$ cat config.mk
export PLATFORM = sky130hd
export DESIGN_NAME = debug_run_controller
export DESIGN_NICKNAME = d
export VERILOG_FILES = /design/src/rtl/cpu_pkg.sv /design/src/rtl/bp_compare.sv /design/src/rtl/debug_run_controller.sv
export SDC_FILE = /design/constraint.sdc
export NUM_CORES = 1
export LEC_CHECK = 0
export ABC_CLOCK_PERIOD_IN_PS = 3780
export CELL_PAD_IN_SITES_DETAIL_PLACEMENT = 0
export CELL_PAD_IN_SITES_GLOBAL_PLACEMENT = 1
export CORE_AREA = 2 2 59 61
export DETAILED_ROUTE_END_ITERATION = 10
export DIE_AREA = 0 0 61 63
export GPL_TIMING_DRIVEN = 0
export PLACE_DENSITY_LB_ADDON = 0.1
export RECOVER_POWER = 25
export SYNTH_ARGS = -nofsm -noshare
export SYNTH_HDL_FRONTEND = slang
export SYNTH_SLANG_ARGS = --single-unit
$ cat constraint.sdc
create_clock -name Clk -period 3.78 [get_ports Clk]
set_input_delay 0.756 -clock Clk [delete_from_list [all_inputs] [get_ports Clk]]
set_output_delay 0.756 -clock Clk [all_outputs]
set_load 0.03 [all_outputs]
$ cat src/rtl/cpu_pkg.sv
// Shared definitions for the accumulator CPU and its debug run controller.
package cpu_pkg;

    localparam int unsigned c_ADDR_W = 8;
    localparam int unsigned c_CNT_W  = 16;

    // Run-controller states; encoding is visible on o_state.
    typedef enum logic [1:0] {
        s_HALT  = 2'b00,
        s_RUN   = 2'b01,
        s_STEP  = 2'b10,
        s_DRAIN = 2'b11
    } state_e;

endpackage : cpu_pkg

$ cat src/rtl/bp_compare.sv
// PC breakpoint comparator: purely combinational equality match with enable.
module bp_compare
    import cpu_pkg::*;
#(
    parameter int unsigned g_ADDR_W = c_ADDR_W
) (
    input  logic                i_en,
    input  logic [g_ADDR_W-1:0] i_pc,
    input  logic [g_ADDR_W-1:0] i_bp_addr,
    output logic                o_match_c
);

    // Match only when the breakpoint is armed.
    assign o_match_c = i_en && (i_pc == i_bp_addr);

endmodule : bp_compare

$ cat src/rtl/debug_run_controller.sv
// Run/halt/single-step sequencer producing the CPU core clock-enable.
// Optional PC breakpoint is compiled in when DEBUG_BP_EN is defined.
module debug_run_controller
    import cpu_pkg::*;
#(
    parameter int unsigned g_ADDR_W = c_ADDR_W,
    parameter int unsigned g_CNT_W  = c_CNT_W
) (
    input  logic                Clk,
    input  logic                reset,
    input  logic                i_run,
    input  logic                i_halt,
    input  logic                i_step,
    input  logic                i_fetch,
    input  logic [g_ADDR_W-1:0] i_pc,
    input  logic                i_bp_en,
    input  logic [g_ADDR_W-1:0] i_bp_addr,
    input  logic                i_cnt_clr,
    output logic                o_cpu_en,
    output logic [1:0]          o_state,
    output logic                o_bp_hit,
    output logic                o_step_done,
    output logic [g_CNT_W-1:0]  o_cycle_count
);

    state_e               state_q, state_d;
    logic                 cpu_en_q, cpu_en_d;
    logic                 bp_hit_q, bp_hit_d;
    logic                 step_done_q, step_done_d;
    logic [g_CNT_W-1:0]   cnt_q, cnt_d;
    logic                 fetch_ev_c;
    logic                 bp_match_c;

    // A fetch only counts as an instruction boundary when the core actually ran it.
    assign fetch_ev_c = i_fetch && cpu_en_q;

`ifdef DEBUG_BP_EN
    bp_compare #(
        .g_ADDR_W (g_ADDR_W)
    ) u_bp_compare (
        .i_en      (i_bp_en),
        .i_pc      (i_pc),
        .i_bp_addr (i_bp_addr),
        .o_match_c (bp_match_c)
    );
`else
    logic unused_bp;
    assign unused_bp  = ^{i_bp_en, i_bp_addr};
    assign bp_match_c = 1'b0;
`endif

    // Next-state and pulse logic; stops always land right after a fetch event.
    always_comb begin
        state_d     = state_q;
        bp_hit_d    = 1'b0;
        step_done_d = 1'b0;
        case (state_q)
            s_HALT: begin
                if (i_run) begin
                    state_d = s_RUN;
                end else if (i_step) begin
                    state_d = s_STEP;
                end
            end
            s_RUN: begin
                if (fetch_ev_c && bp_match_c) begin
                    state_d  = s_HALT;
                    bp_hit_d = 1'b1;
                end else if (i_halt) begin
                    state_d = s_DRAIN;
                end
            end
            s_DRAIN: begin
                if (fetch_ev_c) begin
                    state_d  = s_HALT;
                    bp_hit_d = bp_match_c;
                end
            end
            s_STEP: begin
                if (fetch_ev_c) begin
                    state_d     = s_HALT;
                    step_done_d = 1'b1;
                end
            end
            default: state_d = s_HALT;
        endcase
        cpu_en_d = (state_d != s_HALT);
    end

    // Enabled-cycle counter; clear wins over increment, wraps naturally.
    always_comb begin
        cnt_d = cnt_q;
        if (i_cnt_clr) begin
            cnt_d = '0;
        end else if (cpu_en_q) begin
            cnt_d = cnt_q + g_CNT_W'(1);
        end
    end

    // State and output registers with synchronous active-low reset.
    always_ff @(posedge Clk) begin
        if (!reset) begin
            state_q     <= s_HALT;
            cpu_en_q    <= 1'b0;
            bp_hit_q    <= 1'b0;
            step_done_q <= 1'b0;
            cnt_q       <= '0;
        end else begin
            state_q     <= state_d;
            cpu_en_q    <= cpu_en_d;
            bp_hit_q    <= bp_hit_d;
            step_done_q <= step_done_d;
            cnt_q       <= cnt_d;
        end
    end

    assign o_cpu_en      = cpu_en_q;
    assign o_state       = state_q;
    assign o_bp_hit      = bp_hit_q;
    assign o_step_done   = step_done_q;
    assign o_cycle_count = cnt_q;

endmodule : debug_run_controller
# [Word level (Yosys, flattened, before mapping)]
# Index checks and enable logic that the tools add are counted.
[word_totals] elab_cells=21 out_inout_bits=21 regBits=20
[classes] n_addsub=1 bitwise_logic=1 n_reduce_logical=6 muxes=6 eq_ne=3
[ops] cell="adder 16 x 1 -> 16 bit (second input constant)" n=1
[ops] cell="two-way mux 2 bit" n=4
[ops] cell="one-hot mux 2 bit (3 select lines)" n=1
[ops] cell="equality test 2 bit (second input constant)" n=2
[ops] cell="OR reduction 2 bit" n=2
[ops] cell="equality test 2 x 1 -> 1 bit (second input constant)" n=1
[ops] cell="zero test 2 bit" n=1
[ops] cell="AND reduction 2 bit" n=1
[ops] cell="nonzero test 2 bit" n=1
[ops] cell="logical AND 1 bit" n=1
[ops] cell="two-way mux 1 bit" n=1
[ops] cell="inverter 1 bit" n=1

# [Logic depth before layout (Yosys ltp)]
# Gate-level depths: netlist (run 1).
[logic_depth] ltp_word=4 mapped_depth=5

# [Worst setup path before layout (run 1)]
# No wires, ideal clock.
[synth_timing] kind="register -> register" startpoint="register cnt_q[0] (netlist: o_cycle_count[0])" endpoint="register cnt_q[14] (netlist: o_cycle_count[14])" path_buffers=0 setup_slack_ps=2139 period_less_slack_ps=1641 arrival_ps=1514 path_stages_with_launch=6 path_cell_list="dfxtp_1 ha_1 nand4_2 nor4_2 xnor2_1 nor2_1"
[synth_between] elab_chain_cells=1
[synth_lines] item="from (decl)" line_no="debug_run_controller.sv:30" rtl="logic [g_CNT_W-1:0] cnt_q, cnt_d;"
[synth_lines] item="from (signal assigned)" line_no="debug_run_controller.sv:113" rtl="cnt_q <= cnt_d;"
[synth_lines] item="adder 16 x 1 -> 16 bit" line_no="debug_run_controller.sv:96" rtl="cnt_d = cnt_q + g_CNT_W'(1);"
# No other way between the ends.
# A chain may end at the register's enable or synchronous reset.

# [Worst setup path in the final report (run 1)]
[layout_timing] startpoint="register cnt_q[5] (netlist: o_cycle_count[5])" endpoint="output o_cycle_count[5]"
[layout_rtl] item="to (decl)" line_no="debug_run_controller.sv:23" rtl="output logic [g_CNT_W-1:0] o_cycle_count"
# No word-level cell between the ends.

==> results of run 1 <==
-- worst reg2reg max path, stage by stage, from the launching register on --
cell	delay, ns
dfxtp_1	0.44
ha_1	0.20
nand4_1	0.39
nor4_2	0.43
xnor2_1	0.15
nor2_1	0.05
-- metrics by stage --
stage | util, % | cells | cell area (µm²)
detailed placement | 38.0 | 173 | 1230
global placement | 38.0 | 173 | 1230
finish | 38.5 | 176 | 1240
CTS | 38.7 | 176 | 1250
floorplan | - | 101 | 911
global route | 38.5 | 176 | 1240
-- flip-flops by register name, summed over array words and instances (netlist names) --
| signal | cells |
|---|---|
| o_step_done | 1 |
| o_cpu_en | 1 |
| o_state | 2 |
| o_cycle_count | 16 |
-- placed cells by master, fill, tap and decap left out, types with 2 or more instances in the layout --
cell type / n
a21oi_1: 5
buf_4: 2
clkbuf_1: 2
clkbuf_4: 3
clkdlybuf4s50_1: 23
dfxtp_1: 20
dlygate4sd3_1: 3
inv_1: 5
nand2_1: 5
nand3_1: 4
nand4_1: 4
nor2_1: 18
nor2b_1: 2
nor3_1: 3
nor4_2: 3
o21ai_0: 2
or3_1: 2
xnor2_1: 9
xor2_1: 2
-- layer usage --
metal  up-vias  global-route usage (%)  wire length [µm]
met5         -                       0                 0
met4         0                    6.52                18
met3         2                    3.52               107
met2        16                    18.8               951
met1       350                    16.2               967
li1        401                       -                 -
-- cell families after synthesis --
kind of cell | Yosys count
AND/OR/NAND/NOR | 48
multiplexers | 2
XOR/XNOR | 11
flip-flops | 20
buffers and inverters | 9
other | 1
AO/OA/AOI/OAI | 9
adder cells (fa/ha/maj) | 1
-- power breakdown --
group / total (µW) / internal [µW] / switching [µW]
Sequential: 219 / 215 / 4.41
Clock: 103 / 37.2 / 65.4
Combinational: 40.7 / 19.0 / 21.8
Total: 362 / 271 / 91.6
-- worst paths after layout --
path / endpoint / slack [ns] / cells after the start
worst max register to register: o_cycle_count[14]$_SDFFE_PP0P_ / 2.00 / 5
worst max-delay path: o_cycle_count[5] / 1.53 / 1
worst min register to register: o_step_done$_SDFF_PN0_ / 0.52 / 1
worst min-delay path: o_step_done$_SDFF_PN0_ / 0.52 / 1
-- layout make-up --
class,instances,area (µm²)
fill,349,1990
multi-input combinational,72,463
sequential,20,400
timing repair buffer,26,260
tap,46,57.6
clock buffer,3,22.5
buffer,4,22.5
inverter,5,18.8
==> key figures, run 1 <==
Worst setup path
  • Slowest stage cell, crit path: clkdlybuf4s50_1
  • Worst stage delay on the critical path: about 0.72 ns
  • WS Path Type: reg2out
  • Startpoint types: flip-flop
  • CP max FO: 5
  • RR Startpoint: o_cycle_count[0]$_SDFFE_PP0P_
  • Bufs and invs on worst path: 1
  • Critical path origin: o_cycle_count[5]$_SDFFE_PP0P_
  • Crit-path leading delay family: buffers and inverters
  • WP data arrival: 1.50 ns
  • CP Data Required Time: just over 3 ns
  • Critical path, cell by cell: clkdlybuf4s50_1
  • Critical Path End Type: output port

Synthesis
  • Area share of and/or/nand/nor cells after synthesis: 31.0%
  • Mean Syn Cell Area: 9.02 µm²
  • #FFs+latches synth: 20
  • Most frequent cells after synthesis: dfxtp_1 (20), nor2_1 (18), xnor2_1 (9)
  • Synth Area in Adders: 1.37%
  • XOR/XNOR share of the synthesized area: 10.6%
  • Post-synthesis compound-gate area fraction: 5.77%
  • Top area cells in the synthesized netlist: dfxtp_1 (44%), xnor2_1 (8.7%), nor2_1 (7.4%)
  • Sequential element share of the synthesized area: between 40% and 50%
  • Largest family of logic cells by synthesized area: simple AND/OR/NAND/NOR gates
  • EDFF count, synth: 0
  • Count leader, synth: dfxtp_1
  • Post-synth ARST share: 0%
  • Mapped cell area: around 900 µm²
  • Mux contribution to synthesized area: 2.34%
  • Gate count of the mapped netlist: 101
  • Yosys cell types: 30
  • Main synth FF type: dfxtp_1
  • Total nets after synthesis: 126
  • Post-synth top area cell: dfxtp_1
  • Synth warn: 0
  • Proportion of netlist area held by the largest area contributor: a little over two fifths

Global route
  • GRT Total Usage: around an eighth
  • Vias in the first global route: 764
  • GR Overflow Total: 0
  • First-pass GRT wire length: 3570 µm
  • Initial antenna violation count: 0
  • Largest net degree at the start of global routing: 11

Min path
  • Startpoint of the worst hold path: o_state[0]$_SDFF_PN0_
  • HP Class: reg2reg

Run status
  • Status: completed

STA
  • Fin Setup TNS: 0 ns
  • Fin Hold WS: 0.517 ns
  • Final period utilization: 59.6%
  • Slew HR: 66.4%
  • Final setup vio count: 0
  • Fmax: 0.444 GHz
  • Unrepaired setup endpoints after global routing: false
  • Final hold viol count: 0
  • Final worst slack: 1.53 ns
  • Worst Clk Skew: approximately 0.0026 ns
  • Least-Margin Pin Slew: 0.505 ns
  • Tmin final: about 2.3 ns
  • Pins Over Slew Limit: 0

Route
  • Post-route ant nets: 0
  • Total wire length: about 2000 µm
  • Number of DRC markers in iteration 0: 29
  • DR vias/cell: 4.37
  • DRC viols: 0
  • Routed len/inst: 11.6 µm
  • Via count: 769
  • Initial DRT Pass Iterations: 4

Final layout
  • Layout cells sized above 1: under 10%
  • Final antenna diode count: 0
  • Nets@finish: 157
  • Synth-to-Final Area Change: 36.7%

Floorplan
  • Initial core utilization: 28.2%
  • Placeable Area: 3230 µm²
  • Die H: about 63 µm
  • Row count: 21
  • Io pins: 45
  • Die width: 61 µm
  • Full die area: roughly 3800 µm²

Clock network
  • Clock root cell: clkbuf_4
  • Hold_buf cts: 0
  • Clk pin slew, worst setup/hold paths: 0.11 ns
  • Clock Tree Buf Depth: 2
  • TritonCTS clock tree: built
  • Worst-skew pair later-pin latency: 0.30 ns
  • Post-CTS Setup Bufs: 0
  • Clock Sinks: 20
  • Post-cts sizing count: 0
  • H-tree levels: 1
  • Num CTS Buffers: 3

Pwr
  • Pwr/cell area: 291 nW/µm²
  • Total power: 362 µW
  • Maximum vdd drop: 148 µV
  • Leak: 0.000397 µW

Place
  • Post-DP HPWL: approximately 1500 µm
  • Setup WS pre-CTS: around 1.4 ns
  • IO Port Bufs: 26
  • Routability cong.: about 0.66

Run
  • Max-Cap Viols: 0
(Power assumes the default switching activity.)
==> run 2, diff against run 1 <==
Settings changed: ABC_CLOCK_PERIOD_IN_PS 3780 to 2100, CORE_AREA 2 2 59 61 to 2 2 61 63, DIE_AREA 0 0 61 63 to 0 0 63 65.
Clock period 3.78 ns to 2.1 ns, I/O delays scaled along.
==> run 2 against run 1 <==
Against the previous run: sequential power up 80%; register-to-register slack got worse by 1.7 ns; sequential share of layout area shrank 0.19 points; setup slack worse by 1.4 ns; die area increased by 6.6%; global-route usage down 2.1 points; clock skew shrank 0.0011 ns; non-clock buffer count is the same; critical path type unchanged.
==> key figures, run 2 (same netlist as run 1, synthesis figures left out) <==
Floorplan
  • Full die area: 4100 µm² (+6.6%)
  • Die H: 65 µm (+3.2%)
  • Die width: 63 µm (+3.3%)
  • Row count: 22 (+4.8%)
  • Io pins: 45 (unchanged)
  • Placeable Area: 3500 µm² (+8.2%)
  • Initial core utilization: 26.1% (-2.1 points)

Clock network
  • Hold_buf cts: 0 (unchanged)
  • Worst-skew pair later-pin latency: 0.31 ns (about the same)
  • H-tree levels: 1 (unchanged)
  • Clock Sinks: 20 (unchanged)
  • Clock root cell: clkbuf_4
  • TritonCTS clock tree: built
  • Num CTS Buffers: 3 (unchanged)
  • Clk pin slew, worst setup/hold paths: 0.12 ns (about the same)
  • Clock Tree Buf Depth: 2 (unchanged)
  • Post-CTS Setup Bufs: 0 (unchanged)
  • Post-cts sizing count: 0 (unchanged)

Place
  • IO Port Bufs: 26 (unchanged)
  • Cells after DPL: 175 (+1.2%)
  • Post-DP HPWL: 1460 µm (about the same)
  • Cell Area, Placed: 1230 µm² (+0.20%)
  • Routability cong.: 0.723 (+10%)

STA
  • Final hold viol count: 0 (unchanged)
  • Final period utilization: 91.6%
  • Tmin final: 1.92 ns
  • Unrepaired setup endpoints after global routing: false
  • Worst Clk Skew: 0.00143 ns (-0.00115 ns)
  • Pins Over Slew Limit: 0 (unchanged)
  • Fmax: 0.520 GHz
  • Fin Setup TNS: 0 ns (unchanged)
  • Final setup vio count: 0 (unchanged)

Pwr
  • Maximum vdd drop: 194 µV (+31%)
  • Pwr/cell area: 557 nW/µm² (+91%)
  • Leak: 0.000400 µW (+0.73%)

Route
  • DR vias/cell: 4.38 (+0.24%)
  • Initial DRT Pass Iterations: 4 (unchanged)
  • DRC viols: 0 (unchanged)
  • Total wire length: 1960 µm (-4.2%)
  • Post-route ant nets: 0 (unchanged)
  • Via count: 784 (+2.0%)
  • Routed len/inst: 10.9 µm (-5.8%)
  • Number of DRC markers in iteration 0: 16 (-45%)

Worst setup path
  • Worst stage delay on the critical path: 0.72 ns (about the same)
  • Startpoint types: flip-flop
  • WS Path Type: reg2out
  • CP Data Required Time: 1.68 ns (-1.34 ns)
  • Critical Path End Type: output port
  • Slowest stage cell, crit path: clkdlybuf4s50_1
  • WP data arrival: 1.50 ns (about the same)
  • Critical path, cell by cell: clkdlybuf4s50_1
  • CP max FO: 5 (unchanged)
  • Bufs and invs on worst path: 1 (unchanged)
  • Crit-path leading delay family: buffers and inverters

Run status
  • Status: completed

Final layout
  • Finished Layout Cells: 179 (+1.7%)
  • Core Util, Final: 35.8% (-2.7 points)
  • Multi-input logic area: 458 µm² (-1.1%)
  • Most common library cell in the layout ignoring fill and taps: clkdlybuf4s50_1
  • Synth-to-Final Area Change: 37.5%
  • Final antenna diode count: 0 (unchanged)
  • Finished Cell Area: 1250 µm² (+0.60%)
  • Nets@finish: 157 (unchanged)
  • Most frequent cells in the layout: clkdlybuf4s50_1 (25), dfxtp_1 (20), nor2_1 (18), xnor2_1 (9)
  • Layout cells sized above 1: 8.40% (-0.83 points)
  • Max reg flops: 16 (unchanged)
  • Register area: 400 µm² (unchanged)
  • Fillers: 388 (+11%)

Global route
  • GRT Total Usage: 10.5% (-2.1 points)
  • Initial antenna violation count: 0 (unchanged)
  • Largest net degree at the start of global routing: 12 (+1)
  • First-pass GRT wire length: 3330 µm (-6.8%)
  • Vias in the first global route: 757 (-0.92%)
  • GR Overflow Total: 0 (unchanged)

Run
  • Max-Cap Viols: 0 (unchanged)

Min path
  • HP Class: reg2reg
## run 2: metal layers
layer / track usage (%) / part of all wire (%)
met1: 11.4 / 47
met2: 18.4 / 48
met4: 6.67 / 2.1
met5: 0 / 0
met3: 2.60 / 3.3
## run 2: metrics by stage
stage | worst slack, ns | hold WS, ns | total power (µW)
2_1_floorplan | 0.459 | 0.548 | 445
3_3_place_gp | 0.125 | 0.489 | 477
3_5_place_dp | 0.0961 | 0.498 | 478
4_1_cts | 0.146 | 0.508 | 718
5_1_grt | 0.0915 | 0.547 | 741
6_report | 0.176 | 0.506 | 698
## run 2: power breakdown
group          total [µW]  internal, µW  switching (µW)
Clock                 232           106             126
Combinational        71.7          33.4            38.4
Sequential            394           387            7.61
Total                 698           526             172
## run 2: final cells by class
class,instances,share of cell area [%]
well taps,48,4.80
inverters,5,1.50
repair buffers,26,20.8
clock buffers,4,2.90
plain buffers,4,1.50
multi-input cells,72,36.6
flip-flops and latches,20,32.0
## run 2: worst paths after layout
| path | start | endpoint | slack (ns) | cells past startpoint |
|---|---|---|---|---|
| worst max-delay path | o_cycle_count[5]$_SDFFE_PP0P_ | o_cycle_count[5] | 0.18 | 1 |
| worst min-delay path | o_state[0]$_SDFF_PN0_ | o_step_done$_SDFF_PN0_ | 0.51 | 1 |
| worst min register to register | o_state[0]$_SDFF_PN0_ | o_step_done$_SDFF_PN0_ | 0.51 | 1 |
| worst max register to register | o_cpu_en$_SDFF_PN0_ | o_cycle_count[13]$_SDFFE_PP0P_ | 0.30 | 5 |
